File: config.mk
export PLATFORM = sky130hd
export DESIGN_NAME = jt7759_dbuf_flat
export DESIGN_NICKNAME = d
export VERILOG_FILES = /design/src/rtl/jt7759_pkg.sv /design/src/rtl/jt7759_dbuf_if.sv /design/src/rtl/jt7759_dbuf_ram.sv /design/src/rtl/jt7759_dbuf.sv /design/src/flat_wrapper.sv
export SDC_FILE = /design/constraint.sdc
export NUM_CORES = 1
export LEC_CHECK = 0
export BUFFER_PORTS_ARGS = -buffer_cell sky130_fd_sc_hd__buf_4
export CAP_MARGIN = 10
export CORE_ASPECT_RATIO = 0.6
export CORE_MARGIN = 3
export CORE_UTILIZATION = 59
export DETAILED_ROUTE_END_ITERATION = 6
export GPL_TIMING_DRIVEN = 0
export PLACE_DENSITY_LB_ADDON = 0.1
export SYNTH_ARGS = -nofsm -noshare
export SYNTH_HDL_FRONTEND = slang
export SYNTH_SLANG_ARGS = --single-unit
File: constraint.sdc
create_clock -name clk -period 8.39 [get_ports clk]
set_clock_uncertainty 0.05 [all_clocks]
set_input_delay 2.517 -clock clk [delete_from_list [all_inputs] [get_ports clk]]
set_output_delay 2.517 -clock clk [all_outputs]
set_load 0.005 [all_outputs]
File: src/rtl/jt7759_pkg.sv
// Shared types for the jt7759 sample buffer:
// request FSM encoding and the clog2 helper.
package jt7759_pkg;

  typedef enum logic [1:0] {
    ST_IDLE = 2'd0,
    ST_REQ  = 2'd1,
    ST_GAP  = 2'd2
  } dbuf_st_e;

  function automatic int clog2(input int n);
    int r;
    r = 0;
    for (int i = 0; i < 31; i++)
      if ((1 << i) < n) r = i + 1;
    return r;
  endfunction

endpackage

File: src/rtl/jt7759_dbuf_if.sv
// Bus bundle of jt7759_dbuf: consumer read port,
// ROM master port, slave write port and drqn.
interface jt7759_dbuf_if #(
  parameter int DW = 8,
  parameter int AW = 17
);
  logic          rd_req;
  logic [DW-1:0] rd_data;
  logic          rd_ok;
  logic          rom_cs;
  logic [AW-1:0] rom_addr;
  logic [DW-1:0] rom_data;
  logic          rom_ok;
  logic          cs;
  logic          wrn;
  logic [DW-1:0] din;
  logic          drqn;

  modport master (
    input  rd_req, rom_data, rom_ok,
    input  cs, wrn, din,
    output rd_data, rd_ok, rom_cs,
    output rom_addr, drqn
  );

  modport slave (
    output rd_req, rom_data, rom_ok,
    output cs, wrn, din,
    input  rd_data, rd_ok, rom_cs,
    input  rom_addr, drqn
  );
endinterface

File: src/rtl/jt7759_dbuf_ram.sv
// DW x DEPTH storage, one write port, one registered
// read port (clk, rstn, we/waddr/wdata, re/raddr -> q).
module jt7759_dbuf_ram
  import jt7759_pkg::*;
#(
  parameter int DW    = 8,
  parameter int DEPTH = 4
) (
  input  logic                    clk,
  input  logic                    rstn,
  input  logic                    we,
  input  logic [clog2(DEPTH)-1:0] waddr,
  input  logic [DW-1:0]           wdata,
  input  logic                    re,
  input  logic [clog2(DEPTH)-1:0] raddr,
  output logic [DW-1:0]           q
);
  logic [DW-1:0] mem [DEPTH];

  always_ff @(posedge clk)
    if (we) mem[waddr] <= wdata;

  // write-through lets a read of the slot being
  // written in the same cycle return the new data
  always_ff @(posedge clk or negedge rstn)
    if (!rstn)
      q <= '0;
    else if (re)
      q <= (we && waddr == raddr) ? wdata : mem[raddr];
endmodule

File: src/rtl/jt7759_dbuf.sv
// Circular sample buffer fed from ROM or slave writes,
// with drqn request FSM, pending read and ovf flag.
module jt7759_dbuf
  import jt7759_pkg::*;
#(
  parameter int DW     = 8,
  parameter int DEPTH  = 4,
  parameter int AW     = 17,
  parameter int THRESH = 1,
  parameter int GAP    = 31
) (
  input  logic                  clk,
  input  logic                  rstn,
  input  logic                  cen,
  input  logic                  mdn,
  input  logic                  flush,
  input  logic                  base_ld,
  input  logic [AW-1:0]         base_addr,
  jt7759_dbuf_if.master         bus,
  output logic [clog2(DEPTH):0] level,
  output logic                  empty,
  output logic                  full,
  output logic                  ovf
);
  localparam int PW = clog2(DEPTH);
  localparam int LW = PW + 1;
  localparam int CW = (GAP > 0) ? clog2(GAP + 1) : 1;
  localparam logic [LW-1:0] DEPTH_L = LW'(DEPTH);
  localparam logic [LW-1:0] THR_L   = LW'(THRESH);
  localparam logic [CW-1:0] GAP_L   = CW'(GAP);

  dbuf_st_e      st, st_nx;
  logic [PW-1:0] wr_ptr, rd_ptr;
  logic [CW-1:0] gap_cnt;
  logic [AW-1:0] addr;
  logic [DW-1:0] wr_data;
  logic          pend, armed, ok;
  logic          clr, slv_wr, acc;
  logic          wr_en, rd_fire, drop;

  assign clr     = flush | base_ld;
  assign slv_wr  = bus.cs & ~bus.wrn;
  assign acc     = (st == ST_REQ) &
                   (mdn ? bus.rom_ok : slv_wr);
  assign wr_en   = acc & ~full & ~clr;
  assign drop    = (slv_wr & (st != ST_REQ)) |
                   (acc & full);
  // a pending read is satisfied by the write itself
  assign rd_fire = ~clr & ((pend & wr_en) |
                   (bus.rd_req & ((level != '0) | wr_en)));
  assign wr_data = mdn ? bus.rom_data : bus.din;

  assign empty        = level == '0;
  assign full         = level == DEPTH_L;
  assign bus.rom_cs   = mdn & (st == ST_REQ);
  assign bus.drqn     = st != ST_REQ;
  assign bus.rom_addr = addr;
  assign bus.rd_ok    = ok;

  jt7759_dbuf_ram #(.DW(DW), .DEPTH(DEPTH)) u_ram (
    .clk   (clk),
    .rstn  (rstn),
    .we    (wr_en),
    .waddr (wr_ptr),
    .wdata (wr_data),
    .re    (rd_fire),
    .raddr (rd_ptr),
    .q     (bus.rd_data)
  );

  always_comb begin
    st_nx = st;
    unique case (st)
      ST_IDLE:
        if (armed && (DEPTH_L - level) >= THR_L)
          st_nx = ST_REQ;
      ST_REQ:
        if (acc) st_nx = ST_GAP;
      ST_GAP:
        if (gap_cnt == '0) st_nx = ST_IDLE;
      default:
        st_nx = ST_IDLE;
    endcase
    if (clr) st_nx = ST_IDLE;
  end

  // armed holds off the first request until the
  // second edge after reset release
  always_ff @(posedge clk or negedge rstn)
    if (!rstn) begin
      st      <= ST_IDLE;
      armed   <= 1'b0;
      wr_ptr  <= '0;
      rd_ptr  <= '0;
      level   <= '0;
      pend    <= 1'b0;
      ovf     <= 1'b0;
      ok      <= 1'b0;
      gap_cnt <= '0;
      addr    <= '0;
    end else begin
      st    <= st_nx;
      armed <= 1'b1;
      if (clr) begin
        wr_ptr  <= '0;
        rd_ptr  <= '0;
        level   <= '0;
        pend    <= 1'b0;
        ovf     <= 1'b0;
        ok      <= 1'b0;
        gap_cnt <= '0;
        if (base_ld) addr <= base_addr;
      end else begin
        if (wr_en)   wr_ptr <= wr_ptr + PW'(1);
        if (rd_fire) rd_ptr <= rd_ptr + PW'(1);
        level <= level + LW'(wr_en) - LW'(rd_fire);
        pend  <= (pend | (bus.rd_req & (level == '0)))
                 & ~wr_en;
        ovf   <= ovf | drop;
        ok    <= rd_fire;
        if (acc & mdn) addr <= addr + AW'(1);
        if (acc)
          gap_cnt <= GAP_L;
        else if (st == ST_GAP && cen && gap_cnt != '0)
          gap_cnt <= gap_cnt - CW'(1);
      end
    end
endmodule

File: src/flat_wrapper.sv
// flat-port wrapper written by rule: the top's interface ports become plain ports
module jt7759_dbuf_flat import jt7759_pkg::*;
#(
  parameter int DW     = 8,
  parameter int DEPTH  = 4,
  parameter int AW     = 17,
  parameter int THRESH = 1,
  parameter int GAP    = 31
)
  (clk, rstn, cen, mdn, flush, base_ld, base_addr, level, empty, full, ovf, bus_rd_req, bus_rom_data, bus_rom_ok, bus_cs, bus_wrn, bus_din, bus_rd_data, bus_rd_ok, bus_rom_cs, bus_rom_addr, bus_drqn);
  jt7759_dbuf_if #(.DW(DW), .AW(AW)) bus_i ();
  input  logic clk;
  input  logic rstn;
  input  logic cen;
  input  logic mdn;
  input  logic flush;
  input  logic base_ld;
  input  logic [AW-1:0] base_addr;
  output logic [clog2(DEPTH):0] level;
  output logic empty;
  output logic full;
  output logic ovf;
  input wire logic [$bits(bus_i.rd_req)-1:0] bus_rd_req;
  input wire logic [$bits(bus_i.rom_data)-1:0] bus_rom_data;
  input wire logic [$bits(bus_i.rom_ok)-1:0] bus_rom_ok;
  input wire logic [$bits(bus_i.cs)-1:0] bus_cs;
  input wire logic [$bits(bus_i.wrn)-1:0] bus_wrn;
  input wire logic [$bits(bus_i.din)-1:0] bus_din;
  output wire logic [$bits(bus_i.rd_data)-1:0] bus_rd_data;
  output wire logic [$bits(bus_i.rd_ok)-1:0] bus_rd_ok;
  output wire logic [$bits(bus_i.rom_cs)-1:0] bus_rom_cs;
  output wire logic [$bits(bus_i.rom_addr)-1:0] bus_rom_addr;
  output wire logic [$bits(bus_i.drqn)-1:0] bus_drqn;
  assign bus_i.rd_req = bus_rd_req;
  assign bus_i.rom_data = bus_rom_data;
  assign bus_i.rom_ok = bus_rom_ok;
  assign bus_i.cs = bus_cs;
  assign bus_i.wrn = bus_wrn;
  assign bus_i.din = bus_din;
  assign bus_rd_data = bus_i.rd_data;
  assign bus_rd_ok = bus_i.rd_ok;
  assign bus_rom_cs = bus_i.rom_cs;
  assign bus_rom_addr = bus_i.rom_addr;
  assign bus_drqn = bus_i.drqn;
  jt7759_dbuf #(.DW(DW), .DEPTH(DEPTH), .AW(AW), .THRESH(THRESH), .GAP(GAP)) u_core (.clk(clk), .rstn(rstn), .cen(cen), .mdn(mdn), .flush(flush), .base_ld(base_ld), .base_addr(base_addr), .bus(bus_i), .level(level), .empty(empty), .full(full), .ovf(ovf));
endmodule
==> results of run 1 <==
==> sequential cells by signal, indices dropped and copies added, names as in the netlist <==
register / flops
u_core.u_ram.q: 8
u_core.bus.rom_addr: 17
u_core.armed: 1
u_core.bus.rd_ok: 1
u_core.st: 2
u_core.u_ram.mem: 32
u_core.gap_cnt: 5
u_core.rd_ptr: 2
u_core.level: 3
u_core.ovf: 1
u_core.wr_ptr: 2
u_core.pend: 1
==> worst max-delay path, delay by kind of cell <==
kind | cells | cell delay, ns
buffers and inverters | 4 | 0.84
and+or+nand+nor | 1 | 0.16
==> cell usage in the layout, fill, tap and decap left out, types with 3 or more instances in the layout <==
cell type and n:
and2_1 8, a22oi_1 5, a21oi_1 22, buf_2 3, nand3_1 21, o31ai_1 3, and3_1 5, buf_1 3
mux2_2 8, mux4_2 8, clkbuf_8 9, ha_1 13, or2_2 6, xnor2_1 4, dfrtp_1 43, nand2_1 14
nor3_1 12, nor2_1 20, o21ai_0 22, edfxtp_1 32, clkbuf_1 12, inv_1 17, nand4_1 7, buf_4 77
clkinvlp_4 4, nor4_1 5, xor2_1 5, a31oi_1 14, a41oi_1 3
==> stage by stage <==
step           std cells  hold slack, ns  utilization  instance area (µm²)
2_1_floorplan        352           0.407            -                 3900
3_3_place_gp         512           0.443        0.732                 4580
3_5_place_dp         512           0.450        0.732                 4580
5_1_grt              528           0.492        0.761                 4750
6_report             528           0.465        0.761                 4750
4_1_cts              528           0.457        0.761                 4750
==> synthesized netlist by cell type, types with 2 or more instances <==
cell type   n  area (µm²)
nor3_1     12        60.1
nor3b_1     2        15.0
ha_1       13         163
xor2_1      5        43.8
mux4_2      8         180
xnor2_1     4        35.0
nand2b_1    2        12.5
nand2_1    14        52.6
a31oi_1    14        87.6
o22a_1      2        17.5
clkbuf_1   12        45.0
a41oi_1     3        26.3
o22ai_1     2        12.5
nand3_1    21         105
edfxtp_1   32         961
or4b_2      2        20.0
a21oi_1    22         110
nand4_1     7        43.8
nor2_1     20        75.1
and2_1      8        50.1
mux2_2      8        90.1
o21ai_0    22         110
buf_1       3        11.3
a31o_2      2        17.5
or2_2       6        37.5
inv_1      17        63.8
and3_1      5        31.3
buf_2       3        15.0
o31ai_1     3        22.5
a22oi_1     5        37.5
nor4_1      5        31.3
dfrtp_1    43        1080
a21o_1      2        15.0
==> worst min-delay path by stage <==
stage	start	endpoint	slack [ns]	depth (start not counted)
2_1_floorplan	u_core.st[1]	u_core.st[0]	0.41	1
3_3_place_gp	u_core.st[1]	u_core.st[0]	0.44	1
3_5_place_dp	u_core.st[1]	u_core.st[0]	0.45	1
4_1_cts	u_core.st[1]	u_core.st[0]	0.46	1
5_1_grt	u_core.st[1]	u_core.st[0]	0.49	1
6_report	u_core.st[1]	u_core.st[0]	0.47	1
==> power breakdown <==
| group | internal (mW) | switching [mW] |
|---|---|---|
| Clock | 0.108 | 0.143 |
| Sequential | 0.408 | 0.0258 |
| Combinational | 0.0709 | 0.0631 |
| Total | 0.587 | 0.232 |
==> layout make-up <==
cell class | instances | area (µm²)
Multi-Input combinational cell | 240 | 1710
Clock inverter | 7 | 52.6
Clock buffer | 9 | 124
Fill cell | 455 | 1500
Tap cell | 84 | 105
Buffer | 20 | 90.1
Timing Repair Buffer | 76 | 571
Inverter | 17 | 63.8
Sequential cell | 75 | 2040
==> kinds of logic after synthesis <==
kind of cell / count (synthesis) / synth area share
multiplexers: 17 / 0.0719
other: 1 / 0.000962
flip-flops: 75 / 0.522
adder cells (fa/ha/maj): 14 / 0.0468
AND/OR/NAND/NOR: 112 / 0.154
buffers and inverters: 37 / 0.0395
XOR/XNOR: 9 / 0.0202
AO/OA/AOI/OAI: 87 / 0.144
==> metal layers <==
| layer | up-vias | GRT usage | share of wire |
|---|---|---|---|
| met4 | 0 | 0.0768 | 0.010 |
| met5 | - | 0 | 0 |
| met3 | 12 | 0.0828 | 0.095 |
| met2 | 169 | 0.429 | 0.45 |
| met1 | 1608 | 0.407 | 0.45 |
| li1 | 1490 | - | - |
==> impl_metrics.toml, run 1 <==
[status]
status = "finished, final reports clean"

[clocking]
holdBufCountCts = 0
cts.clk_slew.worst_paths_ns = 0.08
cts_resized = 0
clockBufferDepth = 2
cts_buffers = 9
clkLatencyLatePin_ns = 0.36
cts_tree = "built"
cts_setup_buffers = 0
clockRootBuffer = "clkbuf_8"
htreeDepth = 3
cts.sinks = 75

[setup_path]
cp-end-kind = "primary output"
worst-r2r-cell-count = 15
worstReg2RegStart = "u_core.level[1]"
cp-start-kind = "input pin"
r2r_setup_slack_ns = 4.79
cp_data_arrival_time_ns = 3.53
required_ns = 5.82
r2r-end = "u_core.level[2]"
crit_chain = "buf_4 > clkbuf_1 > inv_1 > nor2_1 > buf_4"
slowest_delay_ns = 0.51
slowest_stage = "clkbuf_1"
path_common_cell = "buf_4"
crit_start = "mdn"
crit_type = "input pin to primary output"
critPathMaxFanout = 10
endpoint = "bus_rom_cs"

[timing]
final_hold_viol_count = 0
max_freq_ghz = 0.164
period_share = 0.726
worstMarginPinSlew_ns = 0.810
slew_violations = 0
relSlewSlack = 0.455
rsz0062_at_grt = "false"
setup_tns_ns = 0
timing.final.ws_setup_ns = 2.30
setup_viol = 0
min_period_ns = 6.09

[finish]
layout-drive-gt1-share = 0.282
fin_nets = 496
n_antenna_cell = 0
area_growth_pct = 21.8

[logic_synthesis]
ys_warn_count = 0
synth_area_um2 = 3900
async_flop_share = 0.573
yosys_register_bits = 75
synth-edff-count = 32
syn_avg_cell_area_um2 = 11.1
synth_cell_types = 56
syn_nets = 409
syn_inst = 352
ys_seq_area_frac = 0.522
ys.flop_type = "dfrtp_1"

[floorplan]
start_util = 0.624
io_pins = 77
die_y_um = 69.0
coreArea_um2 = 6250
die-area_um2 = 7650
num_rows = 22
dieWidth_um = 111

[global_route]
grt_pass1_vias = 3156
grt_start_max_net_pins = 44
grt_antenna_before_repair = 0
grt_overflow = 0
grt_usage = 0.284
grt_pass1_wl_mm = 16.4

[pwr]
vdd_drop_max_uv = 151
finalPower_uw = 818
power.density_nw_per_um2 = 172
leakagePower_nw = 1.94

[min_path]
hold_class = "flip-flop to flip-flop"

[detailed_routing]
route.detailed.drc = 0
drt-vias-per-instance = 6.21
dr.pass1.iters = 5
wl_per_cell_um = 19.7
dr.first_iter.drc_count = 301
antenna_left = 0
num_vias = 3279
routed_wl_mm = 10.4

[run]
maxCapViolCount = 0

[placed_design]
place_congestion = 0.935
dpl.hpwl_mm = 7.60
port_buffers = 76
post-place-ws_ns = 2.32
Power figures use the tool's default switching activity.
==> inputs of run 2 (changes only) <==
--- a/config.mk
+++ b/config.mk
@@ -5,11 +5,12 @@
 export SDC_FILE = /design/constraint.sdc
 export NUM_CORES = 1
 export LEC_CHECK = 0
+export ABC_AREA = 1
 export BUFFER_PORTS_ARGS = -buffer_cell sky130_fd_sc_hd__buf_4
 export CAP_MARGIN = 10
 export CORE_ASPECT_RATIO = 0.6
 export CORE_MARGIN = 3
-export CORE_UTILIZATION = 59
+export CORE_UTILIZATION = 50
 export DETAILED_ROUTE_END_ITERATION = 6
 export GPL_TIMING_DRIVEN = 0
 export PLACE_DENSITY_LB_ADDON = 0.1
==> constraint.sdc (replaced) <==
create_clock -name clk -period 4.99 [get_ports clk]
set_clock_uncertainty 0.05 [all_clocks]
set_input_delay 1.497 -clock clk [delete_from_list [all_inputs] [get_ports clk]]
set_output_delay 1.497 -clock clk [all_outputs]
set_load 0.005 [all_outputs]
==> impl_metrics.toml, run 2 <==
[clocking]
htreeDepth = 3
cts_setup_buffers = 0
cts_resized = 0
cts.sinks = 75
cts_tree = "built"
cts.clk_slew.worst_paths_ns = 0.06
holdBufCountCts = 0
clockRootBuffer = "clkbuf_16"
clockBufferDepth = 2
clkLatencyLatePin_ns = 0.34
cts_buffers = 9

[timing]
max_freq_ghz = 0.276
min_period_ns = 3.62
rsz0062_at_grt = "false"
period_share = 0.726
slew_violations = 0
final_hold_viol_count = 0
setup_tns_ns = 0
setup_viol = 0
relSlewSlack = 0.415
worstMarginPinSlew_ns = 0.874

[logic_synthesis]
ys_warn_count = 0
synth_most_common_cell = "nand2_1"
syn_nets = 538
yosys_register_bits = 75
netlist.area_leader.share = 0.261
ys_seq_area_frac = 0.494
synth_top_family_by_area = "simple AND/OR/NAND/NOR gates"
synth-adder-area-share = 0.0443
syn_inst = 481
ys.flop_type = "dfrtp_1"
synth_compound_area_frac = 0.0995
synth_cell_types = 41
async_flop_share = 0.573
syn_avg_cell_area_um2 = 8.57
synth_area_leaders = "dfrtp_1 26%, edfxtp_1 23%, nand2_1 12%"
synth_area_um2 = 4120
synth_area_leader_cell = "dfrtp_1"
synth_common_cells = "128 x nand2_1, 50 x nor2_1, 43 x dfrtp_1"
synth_xor_area_frac = 0.0191
synth-edff-count = 32
synth-simple-area-share = 0.273
synthMuxAreaShare = 0

[floorplan]
io_pins = 77
start_util = 0.541
dieWidth_um = 123
coreArea_um2 = 7630
die-area_um2 = 9410
die_y_um = 76.3
num_rows = 24

[setup_path]
cp-end-kind = "primary output"
slowest_delay_ns = 0.15
r2r-end = "u_core.level[2]"
required_ns = 3.44
worst-r2r-cell-count = 15
worstReg2RegStart = "u_core.level[1]"
cp_data_arrival_time_ns = 2.08
crit_type = "input pin to primary output"
crit_chain = "buf_4 > inv_2 > buf_6 > nor2_1 > buf_4"
cp-start-kind = "input pin"
r2r_setup_slack_ns = 1.94
critPathMaxFanout = 10
path_common_cell = "buf_4"
slowest_stage = "nor2_1"

[pwr]
vdd_drop_max_uv = 183
power.density_nw_per_um2 = 316
leakagePower_nw = 2.45

[placed_design]
place_inst = 661
port_buffers = 76
place_congestion = 0.909
dpl.hpwl_mm = 8.10

[detailed_routing]
dr.pass1.iters = 5
dr.first_iter.drc_count = 295
met2_length_mm = 4.44
wl_met3_mm = 1.02
wl_per_cell_um = 16.4
antenna_left = 0
top_layer = "met4"
routed_wl_mm = 11.1
drt-vias-per-instance = 5.36
route.detailed.drc = 0
wl_met1_mm = 5.55
num_vias = 3627

[global_route]
grt_overflow = 0
grt_pass1_vias = 3440
grt_antenna_before_repair = 0
grt_usage = 0.247
grt_pass1_wl_mm = 17.7
grt_start_max_net_pins = 44

[finish]
area_growth_pct = 24.7
largest_reg_flops = 32
final_common_cell = "nand2_1"
layout-drive-gt1-share = 0.230
n_antenna_cell = 0
top_register = "u_core.u_ram.mem"
fin_nets = 625
mostFrequentLayoutCells = "128 x nand2_1, 77 x buf_4, 50 x nor2_1"
nFillCells = 645
fin_cells = 677

[min_path]
holdPathEnd = "u_core.u_ram.q[0]"
hold_class = "flip-flop to flip-flop"
min_path_cells = 2
worstHoldStart = "u_core.u_ram.q[0]"

[status]
status = "finished, final reports clean"

[run]
maxCapViolCount = 0
[run 2: cell types whose count changed after synthesis, moves of 10 or more]
cell and change:
inv_1 +24, o21ai_1 +13, a21oi_1 -10, nand2_1 +114, a31oi_1 -12, nor2_1 +30, o22ai_1 +11
[run 2: cell type report]
type | count | area, µm² | area share
sequential | 75 | 2040 | 0.396
inverter | 50 | 198 | 0.0385
multi-input combinational | 342 | 1800 | 0.350
clock inverter | 7 | 91.3 | 0.0178
tap | 104 | 130 | 0.0253
clock buffer | 9 | 225 | 0.0438
buffer | 14 | 87.6 | 0.0170
timing repair buffer | 76 | 571 | 0.111
[run 2: worst max-delay path: cells and delay by family]
kind | cells | cell delay [ns]
buffers and inverters | 4 | 0.42
AND/OR/NAND/NOR | 1 | 0.15
[run 2: where the power goes]
part / switching (mW) / internal [mW] / total (mW)
combinational: 0.126 / 0.0979 / 0.224
clock: 0.257 / 0.437 / 0.694
sequential: 0.0305 / 0.676 / 0.706
[run 2: how the worst max path moves through the flow]
stage	from	to	slack [ns]	cells after the start
global placement	flush	u_core.level[2]	1.19	15
floorplan	flush	u_core.level[2]	1.59	14
global route	mdn	bus_rom_cs	1.37	5
CTS	mdn	bus_rom_cs	1.38	5
detailed placement	base_ld	u_core.level[2]	1.17	15
finish	mdn	bus_rom_cs	1.37	5
[run 2: through the flow]
step	setup slack [ns]	utilization	instance area [µm²]	total power, mW	hold slack, ns
after floorplan	1.59	-	4120	0.830	0.409
after global placement	1.19	0.632	4820	0.932	0.418
after detailed placement	1.17	0.632	4820	0.938	0.417
after CTS	1.38	0.674	5140	1.63	0.433
after global routing	1.37	0.674	5140	1.69	0.454
final	1.37	0.674	5140	1.62	0.433
[run 2: cells by family (layout without fill, tap and decap cells)]
logic type,count (synthesis),after routing
and+or+nand+nor,244,244
buffers and inverters,64,156
other,1,1
AOI/OAI and AO/OA,74,74
xor gates and xnor gates,9,9
DFF,75,75
adders and majority gates,14,14
[run 2: routing by layer]
metal / global-route usage / vias to the layer above
li1: - / 1766
met2: 0.327 / 164
met1: 0.387 / 1687
met3: 0.0846 / 10
met4: 0.0519 / 0
met5: 0 / -
==> inputs of run 3 (changes only) <==
--- a/config.mk
+++ b/config.mk
@@ -10,7 +10,7 @@
 export CAP_MARGIN = 10
 export CORE_ASPECT_RATIO = 0.6
 export CORE_MARGIN = 3
-export CORE_UTILIZATION = 50
+export CORE_UTILIZATION = 56
 export DETAILED_ROUTE_END_ITERATION = 6
 export GPL_TIMING_DRIVEN = 0
 export PLACE_DENSITY_LB_ADDON = 0.1
==> constraint.sdc (replaced) <==
create_clock -name clk -period 3.65 [get_ports clk]
set_clock_uncertainty 0.05 [all_clocks]
set_input_delay 1.095 -clock clk [delete_from_list [all_inputs] [get_ports clk]]
set_output_delay 1.095 -clock clk [all_outputs]
set_load 0.005 [all_outputs]
==> impl_metrics.toml, run 3 (same netlist as run 2, synthesis figures left out) <==
[clocking]
clockRootBuffer = "clkbuf_16"
htreeDepth = 3
cts_buffers = 9
cts_tree = "built"
cts.clk_slew.worst_paths_ns = 0.06
clockBufferDepth = 2
cts_resized = 0
cts.sinks = 75
holdBufCountCts = 0
cts_setup_buffers = 0
clkLatencyLatePin_ns = 0.34

[floorplan]
io_pins = 77
die_y_um = 72.5
die-area_um2 = 8460
coreArea_um2 = 6910
dieWidth_um = 117
num_rows = 23
start_util = 0.597

[finish]
fin_nets = 625
final_util = 0.739
n_antenna_cell = 0
layout-drive-gt1-share = 0.227
final_common_cell = "nand2_1"
top_register = "u_core.u_ram.mem"
area_growth_pct = 23.7
nFillCells = 503
largest_reg_flops = 32
mostFrequentLayoutCells = "128 x nand2_1, 77 x buf_4, 50 x nor2_1"

[setup_path]
r2r_setup_slack_ns = 0.53
crit_type = "input pin to flip-flop"
critPathBufInv = 6
cp-end-kind = "flip-flop"
slowest_delay_ns = 0.37
crit_start = "base_ld"
endpoint = "u_core.level[2]"
cp_num_cells = 15
critPathMaxFanout = 10
crit_chain = "buf_4 > inv_4 > nand2_8 > inv_4 > nand4_4 > nand2_2 > nand3_4 > clkinv_4 > ha_1 > inv_1 > ha_1 > inv_1 > fa_1 > xor2_1 > nor2_1"
worstReg2RegStart = "u_core.level[1]"
cp_top_family = "adder cells"
required_ns = 3.80
cp-start-kind = "input pin"
r2r-end = "u_core.level[2]"
slowest_stage = "fa_1"
worst-r2r-cell-count = 15
cp_data_arrival_time_ns = 3.30

[timing]
period_share = 0.862
worstMarginPinSlew_ns = 0.965
min_period_ns = 3.15
slew_violations = 0
setup_tns_ns = 0
setup_viol = 0
rsz0062_at_grt = "false"
max_freq_ghz = 0.318
final_hold_viol_count = 0
relSlewSlack = 0.354

[global_route]
grt_start_max_net_pins = 44
grt_pass1_wl_mm = 18.2
grt_use_met3 = 0.0942
top_usage_layer = "met1"
grt_usage = 0.288
grt_pass1_vias = 3660
grt_overflow = 0
use_met1 = 0.434
use_met2 = 0.396
grt_antenna_before_repair = 0

[run]
maxCapViolCount = 0

[detailed_routing]
wl_per_cell_um = 17.7
num_vias = 3798
drt-vias-per-instance = 5.75
dr.first_iter.drc_count = 413
routed_wl_mm = 11.7
antenna_left = 0
dr.pass1.iters = 6
route.detailed.drc = 0

[pwr]
vdd_drop_max_uv = 303
leakagePower_nw = 2.44
power.density_nw_per_um2 = 426
finalPower_mw = 2.17

[min_path]
hold_class = "flip-flop to flip-flop"

[placed_design]
place_congestion = 0.918
port_buffers = 76
dpl.hpwl_mm = 8.37

[status]
status = "finished, final reports clean"
[run 3: area by class of cell]
cell class                      instances  area (µm²)  share of cell area
Sequential cell                        75        2040               0.399
Timing Repair Buffer                   76         571               0.112
Buffer                                 14        87.6              0.0172
Inverter                               50         198              0.0388
Clock buffer                           14         264              0.0518
Tap cell                               87         109              0.0213
Multi-Input combinational cell        342        1800               0.353
Clock inverter                          2        35.0             0.00687
[run 3: worst register-to-register path: stages (launching register included)]
cell	delay, ns
dfrtp_1	0.47
inv_1	0.08
ha_1	0.20
ha_1	0.26
inv_1	0.16
nand4_4	0.15
nand2_2	0.16
nand3_4	0.20
clkinv_4	0.18
ha_1	0.25
inv_1	0.07
ha_1	0.13
inv_1	0.05
fa_1	0.37
xor2_1	0.17
nor2_1	0.05
[run 3: routing by layer]
layer  vias up  share of wire
met1      1784           0.46
li1       1764              -
met3        18           0.11
met2       232           0.42
met4         0          0.010
met5         -              0
[run 3: report_power, final]
part | switching [mW] | leakage (nW) | internal, mW | total [mW]
sequential | 0.0436 | 0.841 | 0.924 | 0.968
clock | 0.330 | 0.147 | 0.566 | 0.897
combinational | 0.175 | 1.45 | 0.134 | 0.309
total | 0.549 | 2.44 | 1.62 | 2.17
[run 3: how the worst min path moves through the flow]
stage	startpoint	to	slack, ns	cells after the start
after floorplan	u_core.gap_cnt[4]	u_core.gap_cnt[4]	0.41	2
after global placement	u_core.u_ram.q[6]	u_core.u_ram.q[6]	0.42	2
after detailed placement	u_core.u_ram.q[0]	u_core.u_ram.q[0]	0.42	2
after CTS	u_core.u_ram.q[0]	u_core.u_ram.q[0]	0.43	2
after global routing	u_core.u_ram.q[1]	u_core.u_ram.q[1]	0.47	2
final	u_core.u_ram.q[0]	u_core.u_ram.q[0]	0.43	2
[run 3: stage by stage]
stage          hold slack, ns  worst slack (ns)  instances  instance area [µm²]
2_1_floorplan           0.409             0.657        481                 4120
3_3_place_gp            0.417             0.235        644                 4800
3_5_place_dp            0.416             0.179        644                 4800
4_1_cts                 0.432             0.514        660                 5100
5_1_grt                 0.467             0.306        660                 5100
6_report                0.430             0.503        660                 5100
